[config.mk]
export PLATFORM = sky130hd
export DESIGN_NAME = multdiv_unit
export DESIGN_NICKNAME = d
export VERILOG_FILES = /design/src/rtl/multdiv_pkg.sv /design/src/rtl/multdiv_step.sv /design/src/rtl/multdiv_unit.sv
export SDC_FILE = /design/constraint.sdc
export NUM_CORES = 1
export LEC_CHECK = 0
export ABC_AREA = 1
export CELL_PAD_IN_SITES_DETAIL_PLACEMENT = 2
export CELL_PAD_IN_SITES_GLOBAL_PLACEMENT = 2
export CORE_ASPECT_RATIO = 1.25
export CORE_MARGIN = 2
export CORE_UTILIZATION = 35
export DETAILED_ROUTE_END_ITERATION = 10
export PLACE_DENSITY = 0.83
export SETUP_SLACK_MARGIN = 0.3
export SYNTH_ARGS = -nofsm -noshare
export SYNTH_HDL_FRONTEND = slang
export SYNTH_SLANG_ARGS = --single-unit
[constraint.sdc]
create_clock -name clock -period 13.1 [get_ports clock]
set_clock_uncertainty 0.1 [all_clocks]
set_input_delay 2.62 -clock clock [delete_from_list [all_inputs] [get_ports clock]]
set_output_delay 2.62 -clock clock [all_outputs]
set_load 0.01 [all_outputs]
[src/rtl/multdiv_pkg.sv]
// Shared types and constants for the iterative multiply/divide unit.
// Imported by the datapath step and the top-level FSM.
package multdiv_pkg;

    localparam int XLEN = 32;
    localparam int ITER = XLEN;
    localparam logic [XLEN-1:0] INT_MIN = {1'b1, {(XLEN-1){1'b0}}};

    typedef enum logic [1:0] {
        IDLE,
        RUN,
        DONE
    } state_t;

    typedef enum logic {
        OP_MULT,
        OP_DIV
    } op_t;

endpackage

[src/rtl/multdiv_step.sv]
// One shift-add (multiply) or restoring-subtract (divide) iteration.
// Works on magnitudes; sign handling lives in the top level.
module multdiv_step
    import multdiv_pkg::*;
#(
    parameter int W = XLEN
) (
    input  op_t            op,
    input  logic [2*W-1:0] acc,
    input  logic [W-1:0]   operand,
    output logic [2*W-1:0] acc_next,
    output logic           q_bit
);

    logic [W:0] sum;
    logic [W:0] shl_hi;
    logic [W:0] trial;

    always_comb begin
        sum      = {1'b0, acc[2*W-1:W]} + (acc[0] ? {1'b0, operand} : '0);
        shl_hi   = acc[2*W-1:W-1];
        trial    = shl_hi - {1'b0, operand};
        acc_next = '0;
        q_bit    = 1'b0;
        unique case (op)
            OP_MULT: begin
                q_bit    = acc[0];
                acc_next = {sum, acc[W-1:1]};
            end
            OP_DIV: begin
                // remainder always stays below the divisor, so W bits suffice
                q_bit    = ~trial[W];
                acc_next = {(q_bit ? trial[W-1:0] : shl_hi[W-1:0]),
                            acc[W-2:0], 1'b0};
            end
            default: begin
                acc_next = acc;
            end
        endcase
    end

endmodule

[src/rtl/multdiv_unit.sv]
// Iterative signed multiply/divide for the execute stage.
// Start pulse in, fixed WIDTH iterations, one-cycle ready pulse out.
module multdiv_unit
    import multdiv_pkg::*;
#(
    parameter int WIDTH = XLEN
) (
    input  logic             clock,
    input  logic             resetn,
    input  logic             ctrl_MULT,
    input  logic             ctrl_DIV,
    input  logic [WIDTH-1:0] data_operandA,
    input  logic [WIDTH-1:0] data_operandB,
    output logic [WIDTH-1:0] data_result,
    output logic             data_exception,
    output logic             data_resultRDY
);

    localparam int CW = $clog2(ITER);

    state_t           state;
    state_t           state_d;
    op_t              op_q;
    logic [CW-1:0]    cnt;
    logic [2*WIDTH-1:0] acc;
    logic [2*WIDTH-1:0] acc_step;
    logic [2*WIDTH-1:0] acc_d;
    logic [WIDTH-1:0] opnd;
    logic             neg;
    logic             div_zero;
    logic             div_ovf;
    logic             q_bit;
    logic             start;
    logic             last;
    logic [WIDTH-1:0] mag_a;
    logic [WIDTH-1:0] mag_b;
    logic [2*WIDTH-1:0] prod;
    logic [WIDTH-1:0] quot;
    logic [WIDTH-1:0] res_d;
    logic             exc_d;

    assign start = ctrl_MULT | ctrl_DIV;
    assign last  = (cnt == CW'(ITER - 1));
    assign mag_a = data_operandA[WIDTH-1] ? -data_operandA : data_operandA;
    assign mag_b = data_operandB[WIDTH-1] ? -data_operandB : data_operandB;

    multdiv_step #(.W(WIDTH)) u_step (
        .op       (op_q),
        .acc      (acc),
        .operand  (opnd),
        .acc_next (acc_step),
        .q_bit    (q_bit)
    );

    always_comb begin
        acc_d = {acc_step[2*WIDTH-1:1],
                 (op_q == OP_DIV) ? q_bit : acc_step[0]};
        prod  = neg ? -acc_d : acc_d;
        quot  = neg ? -acc_d[WIDTH-1:0] : acc_d[WIDTH-1:0];
        res_d = '0;
        exc_d = 1'b0;
        unique case (op_q)
            OP_MULT: begin
                res_d = prod[WIDTH-1:0];
                exc_d = prod[2*WIDTH-1:WIDTH] != {WIDTH{prod[WIDTH-1]}};
            end
            OP_DIV: begin
                res_d = div_zero ? '0 : quot;
                exc_d = div_zero | div_ovf;
            end
            default: begin
                res_d = '0;
            end
        endcase
    end

    always_ff @(posedge clock or negedge resetn) begin
        if (!resetn) begin
            state <= IDLE;
        end else begin
            state <= state_d;
        end
    end

    always_comb begin
        state_d        = state;
        data_resultRDY = 1'b0;
        unique case (state)
            IDLE: begin
                if (start) state_d = RUN;
            end
            RUN: begin
                if (start)     state_d = RUN;
                else if (last) state_d = DONE;
            end
            DONE: begin
                data_resultRDY = 1'b1;
                state_d        = start ? RUN : IDLE;
            end
            default: begin
                state_d = IDLE;
            end
        endcase
    end

    always_ff @(posedge clock or negedge resetn) begin
        if (!resetn) begin
            op_q           <= OP_MULT;
            cnt            <= '0;
            acc            <= '0;
            opnd           <= '0;
            neg            <= 1'b0;
            div_zero       <= 1'b0;
            div_ovf        <= 1'b0;
            data_result    <= '0;
            data_exception <= 1'b0;
        end else if (start) begin
            op_q     <= ctrl_MULT ? OP_MULT : OP_DIV;
            cnt      <= '0;
            neg      <= data_operandA[WIDTH-1] ^ data_operandB[WIDTH-1];
            div_zero <= (data_operandB == '0);
            div_ovf  <= (data_operandA == INT_MIN) && (data_operandB == '1);
            if (ctrl_MULT) begin
                acc  <= {{WIDTH{1'b0}}, mag_b};
                opnd <= mag_a;
            end else begin
                acc  <= {{WIDTH{1'b0}}, mag_a};
                opnd <= mag_b;
            end
        end else if (state == RUN) begin
            acc <= acc_d;
            cnt <= cnt + 1'b1;
            if (last) begin
                data_result    <= res_d;
                data_exception <= exc_d;
            end
        end
    end

endmodule

Word-level counts from Yosys, hierarchy flattened:

Cells that the tools add are included.

* $add $sub $neg: 7
* equality and inequality tests: 8
* muxes and demuxes: 24
* bitwise gates (word level): 6
* reduce and logical (&&, ||, !) cells: 6

Operator list (number)
* two-way mux 32 bit: 8
* two-way mux 64 bit: 3
* case mux 64 bit (2 select lines): 1
* negator 32 bit: 3
* equality test 32 bit (second input constant): 2
* negator 64 bit: 1
* case mux 32 bit (2 select lines): 1
* adder 32 x 33 -> 33 bit: 1
* subtractor 33 x 32 -> 33 bit: 1
* zero test 32 bit: 1
* != test 32 bit: 1
* two-way mux 5 bit: 2
* two-way mux 2 bit: 3
* case mux 2 bit (3 select lines): 1
* adder 5 x 1 -> 5 bit (second input constant): 1
* equality test 5 bit (second input constant): 1
* two-way mux 1 bit: 4
* != test 3 bit (second input constant): 1
* NOT 1 bit: 3
* AND reduction 3 bit: 1
* equality test 2 x 1 -> 1 bit (second input constant): 1
* equality test 2 bit (second input constant): 1
* zero test 2 bit: 1
* != test 2 bit (second input constant): 1
* other kinds (6): 7

* register bits after elaboration: 140
* input bits: 68
* output and inout port bits: 34

Logic depth before layout (Yosys ltp):

* depth after elaboration: 8
* gate-level depth with buffers: 43
* depth with buffers taken out: 43

Hierarchy:

From an unflattened synthesis, not the netlist that was laid out.

* cells, all modules: 2848
* area, all modules: 16306.9 µm²

Modules (own cells, without submodules)
* multdiv_unit: instances 1, cells an instance 1539, area each 9932.0 µm²
* multdiv_step: instances 1, cells an instance 1309, area each 6374.9 µm²

Least setup slack after synthesis:

No wires, ideal clock.

* path type: in2reg
* from: input port data_operandB[0]
* to: register acc[30]
* setup time: 0.090 ns
* arrival time: 5.011 ns
* required time: 12.910 ns
* slack: 7.899 ns
* cell stages on the path: 19
* cell sequence: inv_1 ha_1 inv_1 nor3_1 inv_1 nor3_1 inv_1 nor4_1 nand3_1 nor3_1 nand3_1 nor3_1 nand4_1 nor3_2 nand4_1 nand2_1 xor2_1 nand2_1 o2111ai_1

* word-level cells in the longest chain between the ends: 4

RTL lines
* from (decl): line multdiv_unit.sv:13 `input logic [WIDTH-1:0] data_operandB,`
* negator 32 bit: line multdiv_unit.sv:45 `assign mag_b = data_operandB[WIDTH-1] ? -data_operandB : data_operandB;`
* two-way mux 32 bit: line multdiv_unit.sv:45
* two-way mux 32 bit: line multdiv_unit.sv:123 `if (ctrl_MULT) begin`
* two-way mux 64 bit: line multdiv_unit.sv:117 `end else if (start) begin`
* to (signal assigned): line multdiv_unit.sv:124 `acc <= {{WIDTH{1'b0}}, mag_b};`
* to (signal assigned): line multdiv_unit.sv:127 `acc <= {{WIDTH{1'b0}}, mag_a};`
* to (decl): line multdiv_unit.sv:25 `logic [2*WIDTH-1:0] acc;`

Every way passes these cells.
A chain may end at the register's enable or synchronous reset.

Final worst setup path:

* from: input port ctrl_MULT
* to: register data_result[5]

* word-level cells in the longest chain between the ends: 3

RTL lines
* from (decl): line multdiv_unit.sv:10 `input logic ctrl_MULT,`
* OR 1 bit: line multdiv_unit.sv:42 `assign start = ctrl_MULT | ctrl_DIV;`
* NOT 1 bit (no source line)
* AND reduction 3 bit (no source line)
* to (signal assigned): line multdiv_unit.sv:134 `data_result <= res_d;`
* to (decl): line multdiv_unit.sv:14 `output logic [WIDTH-1:0] data_result,`

Every way passes these cells.

==> results.md <==
• 16,100 um2 — summed instance area of the synthesized netlist
• 102 — Boundary Pins
• 59 — peak fanout along the critical path
• 17,600 um2 — placed cell areas
• 3510 um2 — flip-flop and latch area
• 3,363 — final non-filler cell total
• 9.52 nW — leakage
• 0 — Setup Buffers After CTS
• finished clean — outcome
• 83.5 mm — wire length after detailed routing
• 10,700 um2 — area of the multi-input gates
• 0 — ANT nets after route
• 0 — # diodes
• 0.00107 W — internal power of the cells
• 2,710 — number of instances in the synthesized netlist
• 0 — antenna violations before repair
• 140 — number of sinks driven by the clock tree
• reg -> reg — Tightest Hold Check Type
• 13.4% — post-synthesis to final-layout area growth
• 0 — count of warnings emitted by yosys
• 18.0% — Slew Limit Headroom
• in -> reg — critical path class
• 21.8% — Seq/Total Area, Yosys
• 2,850 — Post-Syn Nets
• 0 — Final Setup Violations
• 6.76 ns — r2r setup slk
• 0.153 GHz — Fmax
• 40.3% — post-layout util
• 100% — fraction of synthesis flops using an asynchronous set or reset pin
• 0 — overall overflow remaining after global route
• 5,699 — fill cell total of the finished layout
• 0 — max_cap viols
• no — setup repair after global routing missed its margin
• 17 — number of buffers added by the clock tree synthesis step
• 25.7% — Sequential Power Share
• clkbuf_16 — clock tree root buffer cell
• 18,300 um2 — area of all placed cells without fillers
• 244 um — Die Ht
• 6.83 ns — data arrival time of the critical path
• 196 um — Die Width
• 60 — number of unique standard cell types used by synthesis
• 5.70 — Via-to-Cell Ratio
• 110 nW/um2 — PwrDens
• 24.8 um — routed length per instance
• 46.9% — Net Sw Frac
• 45,300 um2 — area of the core region
• 2 — maximum clock path buffer count
• 140 — register bit total from synthesis
• 3,332 — Post-Place Cells
• 0 — max-slew violation total from the final report
• 0.00201 W — power consumption
• 49.9% — portion of the clock cycle consumed by the worst path in the final layout
• 4 — maximum level of the CTS H-tree
• 35.2% — global-route usage over all layers
• 0 — total count of hold-check failures in the final report
• 0 ns — setup TNS
• 0.07 ns — clock transition time at the flip-flop clock pins of the worst setup and hold paths
• 5.94 um2 — Syn Area/Cell
• 0 — total of hold buffers inserted after clock tree synthesis
• 0.46 ns — insertion delay to the later sink of the worst-skew pair
• 2,913 — post-layout net count
• 47,800 um2 — die area
• dfrtp_1 — main flop type after synthesis
• 5.24% — layout cells sized above 1
• 6.54 ns — final critical-path required period
• 1.23 ns — transition time at the pin with the least slew margin
• 0.966 — global placer's final weighted congestion
• 972 — Detailed Route Iter0 Violations
• input pin — kind of launch point of the worst setup path
• 0.0000966 V — worst supply voltage drop on vdd
• 5 — drt first pass iters
• 127 mm — global-route wire length before repair
• 87 — number of placement rows
• 73 — maximum number of pins on one net before global-route repair
• 21,500 — number of global-route vias before repair
• 0 — cts repair resizes
• 0 — Post-synth EDFFs
• 0 — remaining design rule violation count
• 46.2% — portion of total power attributed to combinational logic
• 67.0 mm — total half-perimeter wirelength after legalization and detailed placement
• 13.40 ns — data required time at the worst endpoint
• 19,200 — total number of vias
• 28.0% — part of the power in the clock network
• yes — TritonCTS clock tree
• 0.000944 W — net switching power
• flip-flop — endpoint class of the critical path
• 35.6% — effective utilization at floorplan
• 101 — count of input and output buffers
==> through the flow <==
stage	hold WS [ns]	setup slack, ns
6_report	0.376	6.56
3_3_place_gp	0.338	6.43
5_1_grt	0.417	6.14
2_1_floorplan	0.322	7.90
4_1_cts	0.377	6.63
3_5_place_dp	0.358	6.24
==> power by group through the flow <==
stage / combinational (W) / sequential (W) / clock (W)
after floorplan: 0.000581 / 0.000494 / 0
after global placement: 0.000867 / 0.000519 / 0
after detailed placement: 0.000906 / 0.000522 / 0
after CTS: 0.000922 / 0.000515 / 0.000569
after global routing: 0.00101 / 0.000518 / 0.000583
final: 0.000929 / 0.000517 / 0.000563
==> layout by cell type (no fill, tap or decap), drive strengths merged, types with 70 or more instances in the layout <==
master	instances
inv	409
nand2	908
xor2	71
o21ai	139
nand3	202
nor2	274
ha	70
a21oi	108
clkdlybuf4s50	99
dfrtp	140
==> path summary, 6_finish.rpt <==
kind	startpoint	endpoint	cells after the start
worst max-delay path	ctrl_MULT	data_result[5]$_DFFE_PN0P_	15
worst min-delay path	state[1]$_DFFE_PN0P_	state[0]$_DFFE_PN0P_	1
worst max register to register	acc[31]$_DFFE_PN0P_	data_exception$_DFFE_PN0P_	39
worst min register to register	state[1]$_DFFE_PN0P_	state[0]$_DFFE_PN0P_	1
max in group asynchronous	resetn	op_q$_DFFE_PN0N_	2
min in group asynchronous	resetn	data_result[10]$_DFFE_PN0P_	1
==> worst max-delay path, cell delays in order <==
cell and delay, ns:
buf_2 0.09, buf_4 0.32, nor2_1 0.17, buf_4 0.30, clkinv_1 0.56, nor2_1 1.13
inv_2 0.07, nor2_1 0.19, inv_2 0.27, a21oi_1 0.24, buf_4 0.28, inv_2 0.18
a21oi_1 0.16, o21ai_0 0.12, nand2_1 0.09
==> final cells by class <==
cell class	instances	share of cell area [%]
multi-input cells	2083	58.5
flip-flops and latches	140	19.2
clock inverters	13	1.19
clock buffers	18	2.35
repair buffers	121	6.34
well taps	578	3.96
inverters	410	8.43
==> cell families after synthesis <==
group                      synth area share (%)
AOI/OAI and AO/OA                          14.5
DFF                                        21.8
buffers and inverters                      11.9
and+or+nand+nor                            40.9
adders and majority gates                  5.69
xor gates and xnor gates                   5.23
==> cell usage after synthesis, types with 6 or more instances <==
| cell | n | area [um2] |
|---|---|---|
| nand2_1 | 879 | 3300 |
| inv_1 | 398 | 1490 |
| nor2_1 | 247 | 927 |
| nand3_1 | 195 | 976 |
| dfrtp_1 | 140 | 3500 |
| o21ai_0 | 118 | 591 |
| a21oi_1 | 107 | 536 |
| ha_1 | 70 | 876 |
| xor2_1 | 70 | 613 |
| nor3_1 | 52 | 260 |
| clkbuf_1 | 51 | 191 |
| nand4_1 | 44 | 275 |
| o22ai_1 | 36 | 225 |
| nor2_2 | 25 | 156 |
| a22oi_1 | 23 | 173 |
| xnor2_1 | 23 | 201 |
| nand2_2 | 21 | 131 |
| o21ai_1 | 20 | 100 |
| nand3b_1 | 16 | 120 |
| o2111ai_1 | 15 | 131 |
| or2_2 | 11 | 68.8 |
| a221o_1 | 10 | 100 |
| buf_1 | 10 | 37.5 |
| o211ai_1 | 10 | 75.1 |
| o21a_1 | 10 | 75.1 |
| o221ai_1 | 10 | 87.6 |
| inv_2 | 9 | 33.8 |
| nor4_1 | 8 | 50.1 |
| a31oi_1 | 7 | 43.8 |
| a22o_1 | 6 | 52.6 |
| buf_6 | 6 | 67.6 |
| nand2_4 | 6 | 67.6 |
==> metal layers <==
| layer | global-route usage [%] | share of wire (%) | vias to the layer above |
|---|---|---|---|
| met3 | 3.10 | 2.7 | 275 |
| met2 | 64.0 | 50 | 521 |
| met1 | 37.2 | 37 | 9525 |
| li1 | - | - | 8863 |
| met4 | 28.4 | 9.4 | 0 |
| met5 | 0 | 0 | - |
==> sequential cells by signal, summed over array words and instances, names as in the netlist <==
| name | flops |
|---|---|
| div_ovf | 1 |
| op_q | 1 |
| acc | 64 |
| cnt | 5 |
| data_result | 32 |
| div_zero | 1 |
| neg | 1 |
| opnd | 32 |
| state | 2 |
| data_exception | 1 |
Note: power is estimated with default switching activity, not from simulation.
